<file path="src/rtl/bblock.sv">
// -----------------------------------------------------------------------------
// bblock: five-way modular redundancy cell with a majority voter.
//
// Each cycle the data bit x is captured into five replica registers. Replica i
// is inverted when its fault-inject input g<i> is high. The registered replicas
// feed a combinational 3-of-5 majority voter. Per-replica disagreement flags
// and a registered fault count are reported alongside the voted result.
//
// Ports:
//   clk   in   1  rising-edge clock
//   rst   in   1  synchronous active-high reset (clears replicas and count)
//   x     in   1  data bit to replicate
//   g1-g5 in   1  fault inject per replica (1 = replica inverted)
//   A     out  1  majority of the five replicas
//   mis   out  5  bit i-1 set when replica i disagrees with A
//   fcnt  out  3  number of faulted replicas captured on the last edge (0..5)
//   unc   out  1  set when fcnt >= 3, i.e. the vote is overturned
//
// Every output depends only on registers, so the latency from any input to any
// output is exactly one clock.
// -----------------------------------------------------------------------------
module bblock (
    input  logic       clk,
    input  logic       rst,
    input  logic       x,
    input  logic       g1,
    input  logic       g2,
    input  logic       g3,
    input  logic       g4,
    input  logic       g5,
    output logic       A,
    output logic [4:0] mis,
    output logic [2:0] fcnt,
    output logic       unc
);

    // Number of set bits in a 5-bit vector.
    function automatic logic [2:0] popcount5(input logic [4:0] v);
        logic [2:0] n;
        n = 3'd0;
        for (int i = 0; i < 5; i++) begin
            n = n + {2'b00, v[i]};
        end
        return n;
    endfunction

    // 3-of-5 majority.
    function automatic logic majority5(input logic [4:0] v);
        return (popcount5(v) >= 3'd3);
    endfunction

    logic [4:0] g_vec;
    logic [4:0] r_p1;
    logic [2:0] fcnt_p1;

    assign g_vec = {g5, g4, g3, g2, g1};

    // Stage p0 -> p1: capture replicas and fault count.
    // The replicas hold the redundant data themselves, so reset clears them as
    // well as the count; this gives the defined all-zero output after reset.
    always_ff @(posedge clk) begin
        if (rst) begin
            r_p1    <= 5'b00000;
            fcnt_p1 <= 3'd0;
        end else begin
            r_p1    <= {5{x}} ^ g_vec;
            fcnt_p1 <= popcount5(g_vec);
        end
    end

    // Stage p1 outputs: vote and diagnostics, purely from registered state.
    always_comb begin
        A    = majority5(r_p1);
        mis  = r_p1 ^ {5{A}};
        fcnt = fcnt_p1;
        unc  = (fcnt_p1 >= 3'd3);
    end

endmodule

</file>
<file path="config.mk">
export PLATFORM = sky130hd
export DESIGN_NAME = bblock
export DESIGN_NICKNAME = d
export VERILOG_FILES = /design/src/rtl/bblock.sv
export SDC_FILE = /design/constraint.sdc
export NUM_CORES = 1
export LEC_CHECK = 0
export CORE_AREA = 2 2 39 41
export CTS_CLUSTER_SIZE = 20
export DETAILED_ROUTE_END_ITERATION = 8
export DIE_AREA = 0 0 41 43
export PLACE_DENSITY = 0.66
export SYNTH_ARGS = -nofsm -noshare
export SYNTH_HDL_FRONTEND = slang
export SYNTH_SLANG_ARGS = --single-unit
</file>
<file path="constraint.sdc">
create_clock -name clk -period 4 [get_ports clk]
set_input_delay 1.2 -clock clk [delete_from_list [all_inputs] [get_ports clk]]
set_output_delay 1.2 -clock clk [all_outputs]
set_load 0.02 [all_outputs]
</file>
# After elaboration in Yosys (flattened, before gate mapping)
# Index checks and enable logic that the tools add are counted.
# word_totals
elab_cells	14
register_bits	8
# classes
order_cmp	2
addsub	8
n_bitwise	2
# op_table
cell	n
adder 3 x 1 -> 3 bit	4
bitwise XOR 5 bit	2
adder 2 x 1 -> 3 bit	2
greater-or-equal comparator 3 x 2 -> 1 bit (second input constant)	2
adder 1 x 1 -> 2 bit	2

# Longest topological paths before layout
# Gate-level depths: netlist of the first run.
# logic_depth
ltp_word	6
depth_mapped	8

# Least setup slack after synthesis of the first run
# No wires, ideal clock.
# synth_timing
path_kind	register to output
start	reg r_p1[0]
end	out mis[0]
path_slack_ns	0.769
required_time_ns	2.800
arrival_time_ns	2.031
n_path_buf	0
stages_incl_launch_ff	8
cell_sequence	dfxtp_1 -> inv_1 -> fa_1 -> fa_1 -> inv_1 -> ha_1 -> a21oi_4 -> xnor2_1
# synth_between
elab_chain_len	6
# synth_lines
element	line	text
start: declaration	53	logic [4:0] r_p1;
start signal: assignment	66	r_p1 <= {5{x}} ^ g_vec;
adder 1 x 1 -> 2 bit	42	n = n + {2'b00, v[i]};
adder 2 x 1 -> 3 bit	42	
adder 3 x 1 -> 3 bit (2 in a row)	42	
greater-or-equal comparator 3 x 2 -> 1 bit	49	return (popcount5(v) >= 3'd3);
bitwise XOR 5 bit (*)	74	mis = r_p1 ^ {5{A}};
end: declaration	32	output logic [4:0] mis,
# Mark *: on every way between the ends. The rest lies on a longest branch, timed or not.

# Final worst setup path of the first run
# layout_timing
start	reg r_p1[0]
end	out mis[3]
# layout_between
elab_chain_len	6
# layout_lines
element	line
adder 1 x 1 -> 2 bit	42
adder 2 x 1 -> 3 bit	42
adder 3 x 1 -> 3 bit (2 in a row)	42
greater-or-equal comparator 3 x 2 -> 1 bit	49
bitwise XOR 5 bit	74
# No other way between the ends.

==> flow_metrics.tcl, run 1 <==
set metrics [dict create \
    crit_start "r_p1[0]" \
    syn2layout_area_growth_pct 46.8 \
    yosys.area.top_type "dfxtp_1" \
    first_pass_iters 3 \
    finalInstanceArea_um2 683 \
    die_x_um 41 \
    hpwlAfterDp_um 598 \
    synth.most_common_cell "xnor2_1" \
    hold_start "g2" \
    ctsHoldBuffers 0 \
    worst_pin_slew_ns 0.276 \
    worstSetupEndpointType "output port" \
    ys_warn_count 0 \
    multiInputGateArea_um2 270 \
    ioPinCount 18 \
    numCtsBuffers 3 \
    crit_slowest_cell "fa_1" \
    drtAntennaViolNets 0 \
    synth_cell_types 10 \
    coreArea_um2 1380 \
    final_max_slew_viol_count 0 \
    ys_async_sr_fraction 0 \
    dp_slack_ns 0.120 \
    ir_worst_vdd_mv 0.174 \
    synth.area.top_cells "dfxtp_1, xnor2_1, fa_1" \
    fin_ws_ns 0.124 \
    yosysTopAreaCellShare 0.344 \
    drc 0 \
    cts-root-buf "clkbuf_4" \
    period_share 0.969 \
    hold_ws_ns 1.64 \
    cp.required_ns 2.80 \
    arrival_ns 2.68 \
    regArea_um2 160 \
    ys_seq_area_frac 0.344 \
    portBuffers 17 \
    period_needed_ns 3.88 \
    powerDensity_nw_per_um2 438 \
    avgSynthCellArea_um2 10.3 \
    n_antenna_cell 0 \
    syn_inst 45 \
    fill_cells 138 \
    nNetsFinal 83 \
    h-tree-depth 1 \
    p_leak_nw 0.310 \
    syn_nets 60 \
    status "finished, final reports clean" \
    yosys_most_used_dff "dfxtp_1" \
    max_freq_mhz 258 \
    critPathBufInv 4 \
    hold-path-cell-count 3 \
    drt_iter0_markers 3 \
    fp.dieArea_um2 1760 \
    cts_tree "done" \
    grt_max_degree 9 \
    max_slew_margin 0.815 \
    cap_violations 0 \
    synth_top_cells_by_count "xnor2_1, dfxtp_1, inv_1, nor2_1, fa_1" \
    clk_pin_slew_ns 0.05 \
    vias_per_cell 4.12 \
    cp_max_fo 3 \
    clockBufferDepth 2 \
    wl_per_cell_um 8.66 \
    start_util 0.336 \
    grt_usage 0.112 \
    vias 338 \
    crit_family "adder cells" \
    clock-sinks 8 \
    grt_pass1_vias 309 \
    place_area_um2 651 \
    place_congestion 0.625 \
    final_layout_size_suffix_gt1_frac 0.0909 \
    min_to "r_p1[1]" \
    hp-class "in -> reg" \
    die_y_um 43 \
    syn_area_um2 465 \
    hold_viol_final 0 \
    overflow 0 \
    routed_wirelength_um 710 \
    critical_path_class "reg -> out" \
    slowest_delay_ns 0.50 \
    grt_antenna_before_repair 0 \
    ys_ff_latch 8 \
    cp_cell_sequence "inv_1, fa_1, fa_1, inv_1, ha_1, a21oi_4, buf_4, xnor2_1, dlygate4sd2_1" \
    worstSetupStartpointType "register" \
    grt_pass1_wl_um 1190 \
    finalSetupViolations 0 \
    synth-edff-count 0 \
    fp-row-count 14 \
]
## cell families (layout without fill, tap and decap cells)
kind of cell,count (synthesis),in the layout,synth area share
xor gates and xnor gates,10,10,0.188
and+or+nand+nor,9,9,0.0887
buffers and inverters,9,30,0.0753
DFF,8,8,0.344
adders and majority gates,7,7,0.253
AOI/OAI and AO/OA,2,2,0.0511
## stage by stage
step | util | power, mW | std cells | setup TNS [ns]
global placement | 0.470 | 0.243 | 77 | 0
CTS | 0.482 | 0.295 | 80 | 0
global route | 0.494 | 0.322 | 82 | -0.0176
detailed placement | 0.470 | 0.247 | 77 | 0
finish | 0.494 | 0.299 | 82 | 0
floorplan | - | 0.181 | 45 | 0
## final cells by class
cell class	count	area share
Clock buffer	3	0.0330
Multi-Input combinational cell	28	0.396
Timing Repair Buffer	19	0.264
Sequential cell	8	0.234
Inverter	8	0.0440
Tap cell	16	0.0293
## registers in the layout, summed over array words and instances (netlist names)
| register | count |
|---|---|
| fcnt | 3 |
| r_p1 | 5 |
## metal layers
layer / vias to the layer above / GRT usage / share of wire
met1: 151 / 0.107 / 0.39
met3: 0 / 0.0314 / 0.051
met2: 13 / 0.159 / 0.56
met4: 0 / 0.140 / 0
met5: - / 0 / 0
li1: 174 / - / -
## what timing repair did
item | 4_1_cts | 5_1_grt
pin swaps | 0 | 1
buffers inserted | 0 | 2
setup endpoints to repair | 5 | 1
gates resized for setup | 5 | 1
## report_power, final
group          switching, mW  internal, mW
logic                 0.0744        0.0730
clock network         0.0257        0.0342
registers            0.00452        0.0876
total                  0.105         0.195
## cell usage in the layout, fill, tap and decap left out, drive strengths merged
cell,synthesis,layout
xnor2,10,10
fa,4,4
ha,3,3
buf,1,2
dlygate4sd2,0,4
clkdlybuf4s50,0,12
nor2b,3,3
a21oi,1,1
clkbuf,0,3
nor2,6,6
inv,8,8
dfxtp,8,8
clkdlybuf4s15,0,1
a21o,1,1
## worst max-delay path by stage
stage / end / slack (ns) / cells after the start
floorplan: mis[0] / 0.77 / 7
global placement: mis[3] / 0.22 / 8
detailed placement: mis[2] / 0.12 / 8
CTS: A / 0.03 / 8
global route: mis[0] / -0.01 / 9
finish: mis[3] / 0.12 / 9
Note: power is estimated with default switching activity, not from simulation.
==> inputs of run 2 (changes only) <==
--- a/config.mk
+++ b/config.mk
@@ -9,6 +9,7 @@
 export CTS_CLUSTER_SIZE = 20
 export DETAILED_ROUTE_END_ITERATION = 8
 export DIE_AREA = 0 0 41 43
+export MAX_ROUTING_LAYER = met4
 export PLACE_DENSITY = 0.66
 export SYNTH_ARGS = -nofsm -noshare
 export SYNTH_HDL_FRONTEND = slang
==> results of run 2 <==
No change in the layout: final DEF, timing and power equal those of run 1.
Main changes from that run: final weighted congestion in routability-driven placement 0.625 -> 0.630; overall routing resource usage 0.112 -> 0.114
